<file path="config.mk">
export PLATFORM = sky130hd
export DESIGN_NAME = bf16_mul_issue_flat
export DESIGN_NICKNAME = d
export VERILOG_FILES = /design/src/rtl/bf16_pkg.sv /design/src/rtl/bf16_mul_issue_if.sv /design/src/rtl/bf16_sync_fifo.sv /design/src/rtl/bf16_mul_issue.sv /design/src/flat_wrapper.sv
export SDC_FILE = /design/constraint.sdc
export NUM_CORES = 1
export LEC_CHECK = 0
export ABC_CLOCK_PERIOD_IN_PS = 1900
export BUFFER_PORTS_ARGS = -buffer_cell sky130_fd_sc_hd__buf_2
export CAP_MARGIN = 5
export CORE_MARGIN = 3
export CORE_UTILIZATION = 30
export DETAILED_ROUTE_END_ITERATION = 12
export GPL_TIMING_DRIVEN = 0
export REMOVE_ABC_BUFFERS = 1
export SLEW_MARGIN = 20
export SYNTH_ARGS = -nofsm -noshare
export SYNTH_HDL_FRONTEND = slang
export SYNTH_HIERARCHICAL = 1
export SYNTH_SLANG_ARGS = --single-unit
export TNS_END_PERCENT = 50
</file>
<file path="constraint.sdc">
create_clock -name clk -period 1.9 [get_ports clk]
set_input_delay 0.19 -clock clk [delete_from_list [all_inputs] [get_ports clk]]
set_output_delay 0.19 -clock clk [all_outputs]
set_load 0.02 [all_outputs]
</file>
<file path="src/rtl/bf16_pkg.sv">
// bfloat16 field definitions and helpers shared by the issue stage and its testbench.
package bf16_pkg;

    localparam int         BF16_W       = 16;
    localparam int         EXP_W        = 8;
    localparam int         MANT_W       = 7;
    localparam logic [7:0] EXP_ALL_ONES = 8'hFF;
    localparam logic [7:0] EXP_ZERO     = 8'h00;

    typedef logic [BF16_W-1:0] bf16_t;

    typedef struct packed {
        bf16_t a;
        bf16_t b;
    } bf16_pair_t;

    function automatic logic bf16_sign(input bf16_t v);
        return v[BF16_W-1];
    endfunction

    function automatic logic [EXP_W-1:0] bf16_exp(input bf16_t v);
        return v[BF16_W-2 -: EXP_W];
    endfunction

    function automatic logic [MANT_W-1:0] bf16_mant(input bf16_t v);
        return v[MANT_W-1:0];
    endfunction

    // Zero/subnormal and inf/NaN share the two reserved exponent encodings.
    function automatic logic is_special(input logic [EXP_W-1:0] e);
        return (e == EXP_ALL_ONES) || (e == EXP_ZERO);
    endfunction

endpackage

</file>
<file path="src/rtl/bf16_mul_issue_if.sv">
// Streaming bundle of the issue stage: operand input, multiplier loop and product output.
interface bf16_mul_issue_if;
    import bf16_pkg::*;

    logic  in_flush;
    logic  in_valid;
    logic  in_ready;
    bf16_t in_A;
    bf16_t in_B;
    bf16_t mul_A;
    bf16_t mul_B;
    bf16_t mul_result;
    logic  out_valid;
    logic  out_ready;
    bf16_t out_result;

    modport slave (
        input  in_flush, in_valid, in_A, in_B, mul_result, out_ready,
        output in_ready, mul_A, mul_B, out_valid, out_result
    );

    modport master (
        output in_flush, in_valid, in_A, in_B, mul_result, out_ready,
        input  in_ready, mul_A, mul_B, out_valid, out_result
    );

endinterface

</file>
<file path="src/rtl/bf16_sync_fifo.sv">
// Synchronous FIFO with flush; callers only push when not full and pop when not empty.
module bf16_sync_fifo #(
    parameter int DEPTH = 4,
    parameter int WIDTH = 32,
    localparam int PTR_W = (DEPTH > 1) ? $clog2(DEPTH) : 1,
    localparam int CNT_BITS = PTR_W + 1
) (
    input  logic                clk,
    input  logic                rstn,
    input  logic                push,
    input  logic                pop,
    input  logic                flush,
    input  logic [WIDTH-1:0]    din,
    output logic [CNT_BITS-1:0] count,
    output logic [WIDTH-1:0]    head
);

    logic [WIDTH-1:0] mem [DEPTH];
    logic [PTR_W-1:0] wr_ptr;
    logic [PTR_W-1:0] rd_ptr;

    always_ff @(posedge clk) begin
        if (!rstn) begin
            wr_ptr <= '0;
            rd_ptr <= '0;
            count  <= '0;
        end else if (flush) begin
            wr_ptr <= '0;
            rd_ptr <= '0;
            count  <= '0;
        end else begin
            // DEPTH is a power of two, so pointer overflow is the modulo wrap.
            if (push) wr_ptr <= wr_ptr + 1'b1;
            if (pop)  rd_ptr <= rd_ptr + 1'b1;
            case ({push, pop})
                2'b10:   count <= count + 1'b1;
                2'b01:   count <= count - 1'b1;
                default: count <= count;
            endcase
        end
    end

    always_ff @(posedge clk) begin
        if (push) mem[wr_ptr] <= din;
    end

    assign head = mem[rd_ptr];

endmodule

</file>
<file path="src/rtl/bf16_mul_issue.sv">
// Issue/collect stage around the combinational bf16 multiplier: operand FIFO, output register, handshake.
// Optional delivery statistics are enabled by defining BF16_MUL_ISSUE_STATS_EN.
module bf16_mul_issue
    import bf16_pkg::*;
#(
    parameter int DEPTH = 4,
    parameter int CNT_W = 16
) (
    input  logic             clk,
    input  logic             rstn,
    bf16_mul_issue_if.slave  bus,
    output logic [CNT_W-1:0] out_issue_cnt,
    output logic [CNT_W-1:0] out_special_cnt
);

    localparam int PTR_W    = (DEPTH > 1) ? $clog2(DEPTH) : 1;
    localparam int CNT_BITS = PTR_W + 1;

    logic [CNT_BITS-1:0] count;
    bf16_pair_t          pair_in;
    bf16_pair_t          head;
    logic                push;
    logic                capture;
    logic                accept;
    bf16_t               res_p1;
    logic                vld_p1;

    assign pair_in      = {bus.in_A, bus.in_B};
    assign bus.in_ready = rstn && !bus.in_flush && (count != CNT_BITS'(DEPTH));
    assign push         = bus.in_valid && bus.in_ready;
    assign capture      = (count != '0) && (!vld_p1 || bus.out_ready);
    assign accept       = vld_p1 && bus.out_ready;

    bf16_sync_fifo #(
        .DEPTH (DEPTH),
        .WIDTH ($bits(bf16_pair_t))
    ) u_fifo (
        .clk   (clk),
        .rstn  (rstn),
        .push  (push),
        .pop   (capture),
        .flush (bus.in_flush),
        .din   (pair_in),
        .count (count),
        .head  (head)
    );

    assign bus.mul_A = head.a;
    assign bus.mul_B = head.b;

    // Stage p1: product register, refilled on the same edge it is accepted.
    always_ff @(posedge clk) begin
        if (!rstn) begin
            vld_p1 <= 1'b0;
            res_p1 <= '0;
        end else if (bus.in_flush) begin
            vld_p1 <= 1'b0;
        end else if (capture) begin
            vld_p1 <= 1'b1;
            res_p1 <= bus.mul_result;
        end else if (accept) begin
            vld_p1 <= 1'b0;
        end
    end

    assign bus.out_valid  = vld_p1;
    assign bus.out_result = res_p1;

`ifdef BF16_MUL_ISSUE_STATS_EN
    logic [CNT_W-1:0] issue_q;
    logic [CNT_W-1:0] special_q;

    // Counters survive flush; only reset clears them.
    always_ff @(posedge clk) begin
        if (!rstn) begin
            issue_q   <= '0;
            special_q <= '0;
        end else if (accept) begin
            if (issue_q != '1) issue_q <= issue_q + 1'b1;
            if (is_special(bf16_exp(res_p1)) && (special_q != '1))
                special_q <= special_q + 1'b1;
        end
    end

    assign out_issue_cnt   = issue_q;
    assign out_special_cnt = special_q;
`else
    assign out_issue_cnt   = '0;
    assign out_special_cnt = '0;
`endif

endmodule

</file>
<file path="src/flat_wrapper.sv">
// flat-port wrapper written by rule: the top's interface ports become plain ports
module bf16_mul_issue_flat import bf16_pkg::*;
#(
    parameter int DEPTH = 4,
    parameter int CNT_W = 16
)
  (clk, rstn, out_issue_cnt, out_special_cnt, bus_in_flush, bus_in_valid, bus_in_A, bus_in_B, bus_mul_result, bus_out_ready, bus_in_ready, bus_mul_A, bus_mul_B, bus_out_valid, bus_out_result);
  bf16_mul_issue_if bus_i ();
  input  logic clk;
  input  logic rstn;
  output logic [CNT_W-1:0] out_issue_cnt;
  output logic [CNT_W-1:0] out_special_cnt;
  input wire logic [$bits(bus_i.in_flush)-1:0] bus_in_flush;
  input wire logic [$bits(bus_i.in_valid)-1:0] bus_in_valid;
  input wire logic [$bits(bus_i.in_A)-1:0] bus_in_A;
  input wire logic [$bits(bus_i.in_B)-1:0] bus_in_B;
  input wire logic [$bits(bus_i.mul_result)-1:0] bus_mul_result;
  input wire logic [$bits(bus_i.out_ready)-1:0] bus_out_ready;
  output wire logic [$bits(bus_i.in_ready)-1:0] bus_in_ready;
  output wire logic [$bits(bus_i.mul_A)-1:0] bus_mul_A;
  output wire logic [$bits(bus_i.mul_B)-1:0] bus_mul_B;
  output wire logic [$bits(bus_i.out_valid)-1:0] bus_out_valid;
  output wire logic [$bits(bus_i.out_result)-1:0] bus_out_result;
  assign bus_i.in_flush = bus_in_flush;
  assign bus_i.in_valid = bus_in_valid;
  assign bus_i.in_A = bus_in_A;
  assign bus_i.in_B = bus_in_B;
  assign bus_i.mul_result = bus_mul_result;
  assign bus_i.out_ready = bus_out_ready;
  assign bus_in_ready = bus_i.in_ready;
  assign bus_mul_A = bus_i.mul_A;
  assign bus_mul_B = bus_i.mul_B;
  assign bus_out_valid = bus_i.out_valid;
  assign bus_out_result = bus_i.out_result;
  bf16_mul_issue #(.DEPTH(DEPTH), .CNT_W(CNT_W)) u_core (.clk(clk), .rstn(rstn), .bus(bus_i), .out_issue_cnt(out_issue_cnt), .out_special_cnt(out_special_cnt));
endmodule
</file>
==> results of run 1 <==
[cell families (layout without fill, tap and decap cells)]
family,after synthesis,after routing,share of synthesized area (%)
and+or+nand+nor,55,55,4.15
other,1,32,0.0621
buffers and inverters,48,188,6.09
AOI/OAI and AO/OA,3,3,0.249
adders and majority gates,6,6,1.37
xor gates and xnor gates,5,5,0.726
DFF,154,154,72.3
muxes,50,50,15.0
[per-layer routing]
| metal | vias to the layer above | track usage (%) | part of all wire (%) | wire length [um] |
|---|---|---|---|---|
| met2 | 133 | 18.4 | 48 | 5820 |
| met5 | - | 0 | 0 | 0 |
| met3 | 11 | 4.11 | 7.6 | 920 |
| met4 | 0 | 4.02 | 1.3 | 157 |
| met1 | 1582 | 13.7 | 43 | 5150 |
| li1 | 1477 | - | - | - |
[worst max path at each step]
stage                                        end  slack [ns]                   start  depth (start not counted)
after floorplan                    bus_mul_A[10]       -0.53               flip-flop                          1
after global placement             bus_mul_A[10]       -1.33               flip-flop                          2
after detailed placement  u_core/u_fifo/count[2]       -0.76                    rstn                         10
after CTS                 u_core/u_fifo/count[2]       -0.07  u_core/u_fifo/count[0]                          9
after global routing      u_core/u_fifo/count[2]       -0.18  u_core/u_fifo/count[1]                          9
final                     u_core/u_fifo/count[2]        -0.1  u_core/u_fifo/count[1]                          9
[critical path, stage by stage (launching register included)]
cell     delay (ns)
dfxtp_4        0.37
nor2_1         0.06
a21oi_2        0.15
and2_4         0.17
inv_1          0.04
ha_2           0.19
fa_2           0.33
xnor2_1        0.16
or3_1          0.32
a21oi_1        0.14
[cells in the mapped netlist, drive strengths merged]
cell type | n | area (um2)
o21ai | 1 | 5.00
nor2 | 10 | 37.5
inv | 3 | 11.3
mux2i | 18 | 180
dfxtp | 26 | 521
or3 | 1 | 6.26
buf | 40 | 338
nor2b | 2 | 12.5
a21oi | 2 | 10.0
edfxtp | 128 | 3840
and2 | 5 | 31.3
ha | 5 | 62.6
nand2b | 2 | 12.5
conb | 1 | 3.75
nand2 | 33 | 124
fa | 1 | 20.0
xnor2 | 3 | 26.3
nor3 | 2 | 26.3
clkbuf | 5 | 18.8
mux4 | 32 | 728
xor2 | 2 | 17.5
[metrics by stage]
stage / utilization (%) / cell area (um2) / setup TNS (ns) / setup WS [ns]
2_1_floorplan: - / 5800 / -76.68 / -0.530
3_3_place_gp: 33.9 / 6640 / -201.57 / -1.33
3_5_place_dp: 34.6 / 6780 / -48.46 / -0.757
4_1_cts: 40.5 / 7940 / -0.889 / -0.0699
5_1_grt: 41.0 / 8030 / -2.49 / -0.180
6_report: 41.0 / 8030 / -0.808 / -0.0995
[power by group through the flow]
| stage | Sequential, uW | Clock [uW] | Combinational [uW] |
|---|---|---|---|
| 3_3_place_gp | 3790 | 0 | 344 |
| 5_1_grt | 3700 | 3670 | 524 |
| 3_5_place_dp | 3780 | 0 | 374 |
| 4_1_cts | 3700 | 3540 | 471 |
| 2_1_floorplan | 3790 | 0 | 198 |
| 6_report | 3700 | 3420 | 485 |
[layout make-up]
class | instances | area (um2)
Sequential cell | 154 | 4380
Clock inverter | 12 | 164
Inverter | 3 | 11.3
Timing Repair Buffer | 153 | 1260
Clock buffer | 20 | 437
Tap cell | 265 | 332
Multi-Input combinational cell | 151 | 1440
Fill cell | 1800 | 11600
[placed cells by master, fill, tap and decap left out, drive strengths merged]
cell type	count
edfxtp	128
buf	116
dlygate4sd3	35
nand2	33
conb	32
mux4	32
dfxtp	26
clkbuf	22
mux2i	18
nor2	10
inv	7
and2	5
ha	5
clkinvlp	3
bufinv	3
xnor2	3
nor3	2
nand2b	2
xor2	2
clkinv	2
nor2b	2
a21oi	2
o21ai	1
or3	1
fa	1
[flip-flops by register name, summed over array words and instances, names as in the netlist, named ones only]
register	flops
u_core/u_fifo/mem	128
u_core/u_fifo/count	3
u_core/bus.out_result	16
u_core/u_fifo/rd_ptr	2
u_core/bus.out_valid	1
u_core/u_fifo/wr_ptr	2
[repair_timing]
action                                  CTS  global route
hold buffers                             35             0
endpoints found under the setup margin  115           118
cloned                                    2             1
resized for setup                        31            27
pin swaps                                 3             0
setup buffers                             7             0
endpoints found under the hold margin   131             0
==> results.py, run 1 <==
metrics = {
    "status": {
        "outcome": "finished, violations left",
        "violations": "setup timing",
    },
    "sta": {
        "period_needed_ns": 2.00,
        "timing.fmax_mhz": 500,
        "worst_pin_slew_ns": 0.971,
        "clock_skew_ns": 0.00872,
        "slew_violations": 0,
        "rsz0062_at_grt": "true",
        "holdWs_ns": 0.0207,
        "fin_ws_ns": -0.0995,
        "setup_viol": 13,
        "slew_headroom_pct": 35.0,
        "min_period_over_period_pct": 105,
        "finalHoldViolations": 0,
    },
    "floorplan": {
        "io_pins": 135,
        "coreArea_um2": 19600,
        "die_area_um2": 21900,
        "rows": 51,
        "die_w_um": 148,
        "start_util_pct": 30.8,
        "die_h_um": 148,
    },
    "finish": {
        "antenna_cells": 0,
        "drive_above_1_share_pct": 39.4,
        "finalNonFillerCells": 758,
        "synthToLayoutAreaGrowth_pct": 33.0,
        "fin_nets": 539,
    },
    "clocking": {
        "cts_made_buffers": 17,
        "ctsHtreeMaxLevel": 4,
        "root_buffer": "clkbuf_16",
        "cts.clk_slew.worst_paths_ns": 0.06,
        "cts_tree": "yes",
        "cts_sinks": 154,
        "clockBufferDepth": 2,
        "insertion_delay_ns": 0.41,
    },
    "synth": {
        "yosysUniqueCellTypes": 26,
        "syn_area_per_cell_um2": 18.7,
        "netlist_area_um2": 6040,
        "synthCells": 322,
        "yosysSeqAreaShare_pct": 72.3,
        "synth-seq-cells": 154,
        "yosysWarningCount": 6,
    },
    "grt": {
        "antenna_found_initial": 0,
        "grt_pass1_vias": 3445,
        "grt.total_usage_pct": 11.2,
        "grt_pass1_wl_um": 18600,
        "grt_max_degree": 35,
        "gr-total-overflow": 0,
    },
    "worst_hold_path": {
        "hold_end": "u_core/bus.out_result[7]",
        "worstHoldStart": "bus_mul_result[7]",
        "hold_depth": 3,
        "hold_class": "in2reg",
    },
    "routing": {
        "viasPerCell": 4.23,
        "wl_um": 12000,
        "wire_per_inst_um": 15.9,
        "vias": 3203,
        "ant_nets": 0,
        "drc": 0,
        "firstDrtPassIters": 4,
        "drtIter0Drc": 222,
    },
    "power": {
        "combPwrFrac_pct": 6.4,
        "p_clk_share_pct": 45.0,
        "p_int_uw": 6000,
        "p_per_area_nw_per_um2": 948,
        "finalPower_uw": 7610,
        "power_switching_uw": 1610,
        "swShare_pct": 21.2,
        "power_leakage_uw": 0.00286,
        "pwr-share-seq_pct": 48.6,
        "peakVddDrop_mv": 0.585,
    },
    "setup_path": {
        "r2r_end": "u_core/u_fifo/count[2]",
        "r2r_cells": 9,
        "critical_path_arrival_ns": 2.35,
        "timing.rr.start": "u_core/u_fifo/count[1]",
        "critical_path_class": "reg2reg",
        "crit_fanout": 3,
        "worstPathRequired_ns": 2.25,
        "crit_path_end_kind": "flip-flop",
        "reg2reg_slack_ns": -0.1,
        "start_kind": "flip-flop",
    },
    "place": {
        "place_congestion": 0.669,
        "dp.cells": 681,
        "port-buffer-count": 102,
        "hpwlAfterDp_um": 7510,
    },
    "job": {
        "max_cap_viol_count": 0,
    },
}
Power figures use the tool's default switching activity.
==> run 2: changes to the inputs <==
--- a/config.mk
+++ b/config.mk
@@ -13,6 +13,7 @@
 export DETAILED_ROUTE_END_ITERATION = 12
 export GPL_TIMING_DRIVEN = 0
 export REMOVE_ABC_BUFFERS = 1
+export SKIP_LAST_GASP = 1
 export SLEW_MARGIN = 20
 export SYNTH_ARGS = -nofsm -noshare
 export SYNTH_HDL_FRONTEND = slang
==> run 2 against run 1 <==
  * The run still ends with setup timing left
  * Critical endpoint unchanged
  * Highest routed layer unchanged
  * Global-route usage barely moved
  * Worst setup slack about the same
  * Clock skew about the same
  * Hold slack barely moved
  * Clock power about the same
  * Sequential power about the same
  * Non-clock buffer count is the same
==> results.py, run 2 (synthesized netlist as in run 1, its figures left out) <==
metrics = {
    "grt": {
        "antenna_found_initial": 0,
        "grt_pass1_vias": 3445,
        "grt_max_degree": 35,
        "gr-total-overflow": 0,
        "grt.total_usage_pct": 11.2,
        "grt_pass1_wl_um": 18600,
    },
    "sta": {
        "worst_pin_slew_ns": 0.971,
        "min_period_over_period_pct": 105,
        "timing.fmax_mhz": 500,
        "holdWs_ns": 0.0208,
        "setup_viol": 13,
        "period_needed_ns": 2.00,
        "slew_headroom_pct": 35.0,
        "fin_ws_ns": -0.0995,
        "slew_violations": 0,
        "clock_skew_ns": 0.00880,
        "rsz0062_at_grt": "true",
        "finalHoldViolations": 0,
    },
    "floorplan": {
        "start_util_pct": 30.8,
        "die_w_um": 148,
        "io_pins": 135,
        "coreArea_um2": 19600,
        "die_h_um": 148,
        "die_area_um2": 21900,
        "rows": 51,
    },
    "setup_path": {
        "crit_fanout": 3,
        "cp_slowest_stage_delay_ns": 0.37,
        "crit_chain": "nor2_1, a21oi_2, and2_4, inv_1, ha_2, fa_2, xnor2_1, or3_1, a21oi_1",
        "critical_path_arrival_ns": 2.35,
        "critPathLaunch": "u_core/u_fifo/count[1]",
        "timing.rr.start": "u_core/u_fifo/count[1]",
        "r2r_cells": 9,
        "worstPathRequired_ns": 2.25,
        "slowest_stage": "dfxtp_4",
        "start_kind": "flip-flop",
        "reg2reg_slack_ns": -0.1,
        "r2r_end": "u_core/u_fifo/count[2]",
        "critical_path_class": "reg2reg",
        "crit_path_end_kind": "flip-flop",
    },
    "clocking": {
        "insertion_delay_ns": 0.41,
        "root_buffer": "clkbuf_16",
        "clockBufferDepth": 2,
        "cts_sinks": 154,
        "ctsHtreeMaxLevel": 4,
        "cts.clk_slew.worst_paths_ns": 0.06,
        "cts_tree": "yes",
        "cts_made_buffers": 17,
    },
    "finish": {
        "largest_reg_flops": 128,
        "seqCellArea_um2": 4380,
        "drive_above_1_share_pct": 39.4,
        "final_cell_mix": "edfxtp_1 (128), buf_2 (87), dlygate4sd3_1 (35)",
        "fillers": 1805,
        "multi_input_area_um2": 1440,
        "layout.cells.most_common": "edfxtp_1",
        "finalNonFillerCells": 758,
        "synthToLayoutAreaGrowth_pct": 32.5,
        "antenna_cells": 0,
        "top_register": "u_core/u_fifo/mem",
        "fin_nets": 539,
    },
    "job": {
        "max_cap_viol_count": 0,
    },
    "status": {
        "violations": "setup timing",
        "outcome": "finished, violations left",
    },
    "worst_hold_path": {
        "worstHoldStart": "bus_mul_result[7]",
        "hold_depth": 3,
        "hold_class": "in2reg",
        "hold_end": "u_core/bus.out_result[7]",
    },
    "routing": {
        "wl_um": 12100,
        "vias": 3194,
        "drtIter0Drc": 228,
        "firstDrtPassIters": 4,
        "viasPerCell": 4.21,
        "wire_per_inst_um": 15.9,
        "drc": 0,
        "ant_nets": 0,
    },
    "place": {
        "port-buffer-count": 102,
        "hpwlAfterDp_um": 7510,
        "pre_cts_slack_ns": -0.757,
        "place_congestion": 0.669,
        "dp.cells": 681,
    },
    "power": {
        "p_per_area_nw_per_um2": 951,
        "power_leakage_uw": 0.00286,
        "peakVddDrop_mv": 0.585,
    },
}
==> run 2: worst max-delay path: cells and delay by family, from the launching register on <==
kind | cells | cell delay (ns)
xor+xnor | 1 | 0.16
buf+inv | 1 | 0.04
fa+ha+maj | 2 | 0.52
simple gates | 3 | 0.55
compound gates | 2 | 0.29
flops | 1 | 0.37
==> run 2: final cells by class <==
type,instances,share of cell area [%]
Sequential cell,154,54.7
Multi-Input combinational cell,151,18.0
Timing Repair Buffer,153,15.4
Clock buffer,20,5.46
Tap cell,265,4.15
Clock inverter,12,2.05
Inverter,3,0.141
==> run 2: through the flow <==
| step | setup TNS, ns | util [%] | power (uW) | area (um2) |
|---|---|---|---|---|
| detailed placement | -48.46 | 34.6 | 4150 | 6780 |
| finish | -0.800 | 40.8 | 7600 | 8000 |
| floorplan | -76.68 | - | 3990 | 5800 |
| global placement | -201.57 | 33.9 | 4130 | 6640 |
| global route | -3.02 | 40.8 | 7890 | 8000 |
| CTS | -0.907 | 40.5 | 7710 | 7930 |
==> run 2: power by group <==
group	switching [uW]	internal (uW)	total [uW]
sequential	15.3	3690	3700
combinational	260	219	479
clock	1340	2090	3420
==> run 2: what timing repair did <==
action / 4_1_cts / 5_1_grt
pin swaps: 3 / 0
gates resized for setup: 29 / 20
hold buffers: 35 / 0
hold endpoints to repair: 131 / 0
endpoints found under the setup margin: 115 / 118
gates cloned: 2 / 1
setup buffers: 7 / 0
==> run 2: worst max path at each step <==
stage                                        end  slack [ns]
after floorplan                    bus_mul_A[10]       -0.53
after global placement             bus_mul_A[10]       -1.33
after detailed placement  u_core/u_fifo/count[2]       -0.76
after CTS                 u_core/u_fifo/count[2]       -0.07
after global routing      u_core/u_fifo/count[2]       -0.18
final                     u_core/u_fifo/count[2]        -0.1
==> run 2: per-layer routing <==
| metal | vias up | global-route usage [%] | wire length (um) |
|---|---|---|---|
| li1 | 1478 | - | - |
| met1 | 1561 | 13.7 | 5140 |
| met2 | 144 | 18.4 | 5790 |
| met3 | 11 | 4.14 | 984 |
| met4 | 0 | 4.02 | 154 |
| met5 | - | 0 | 0 |
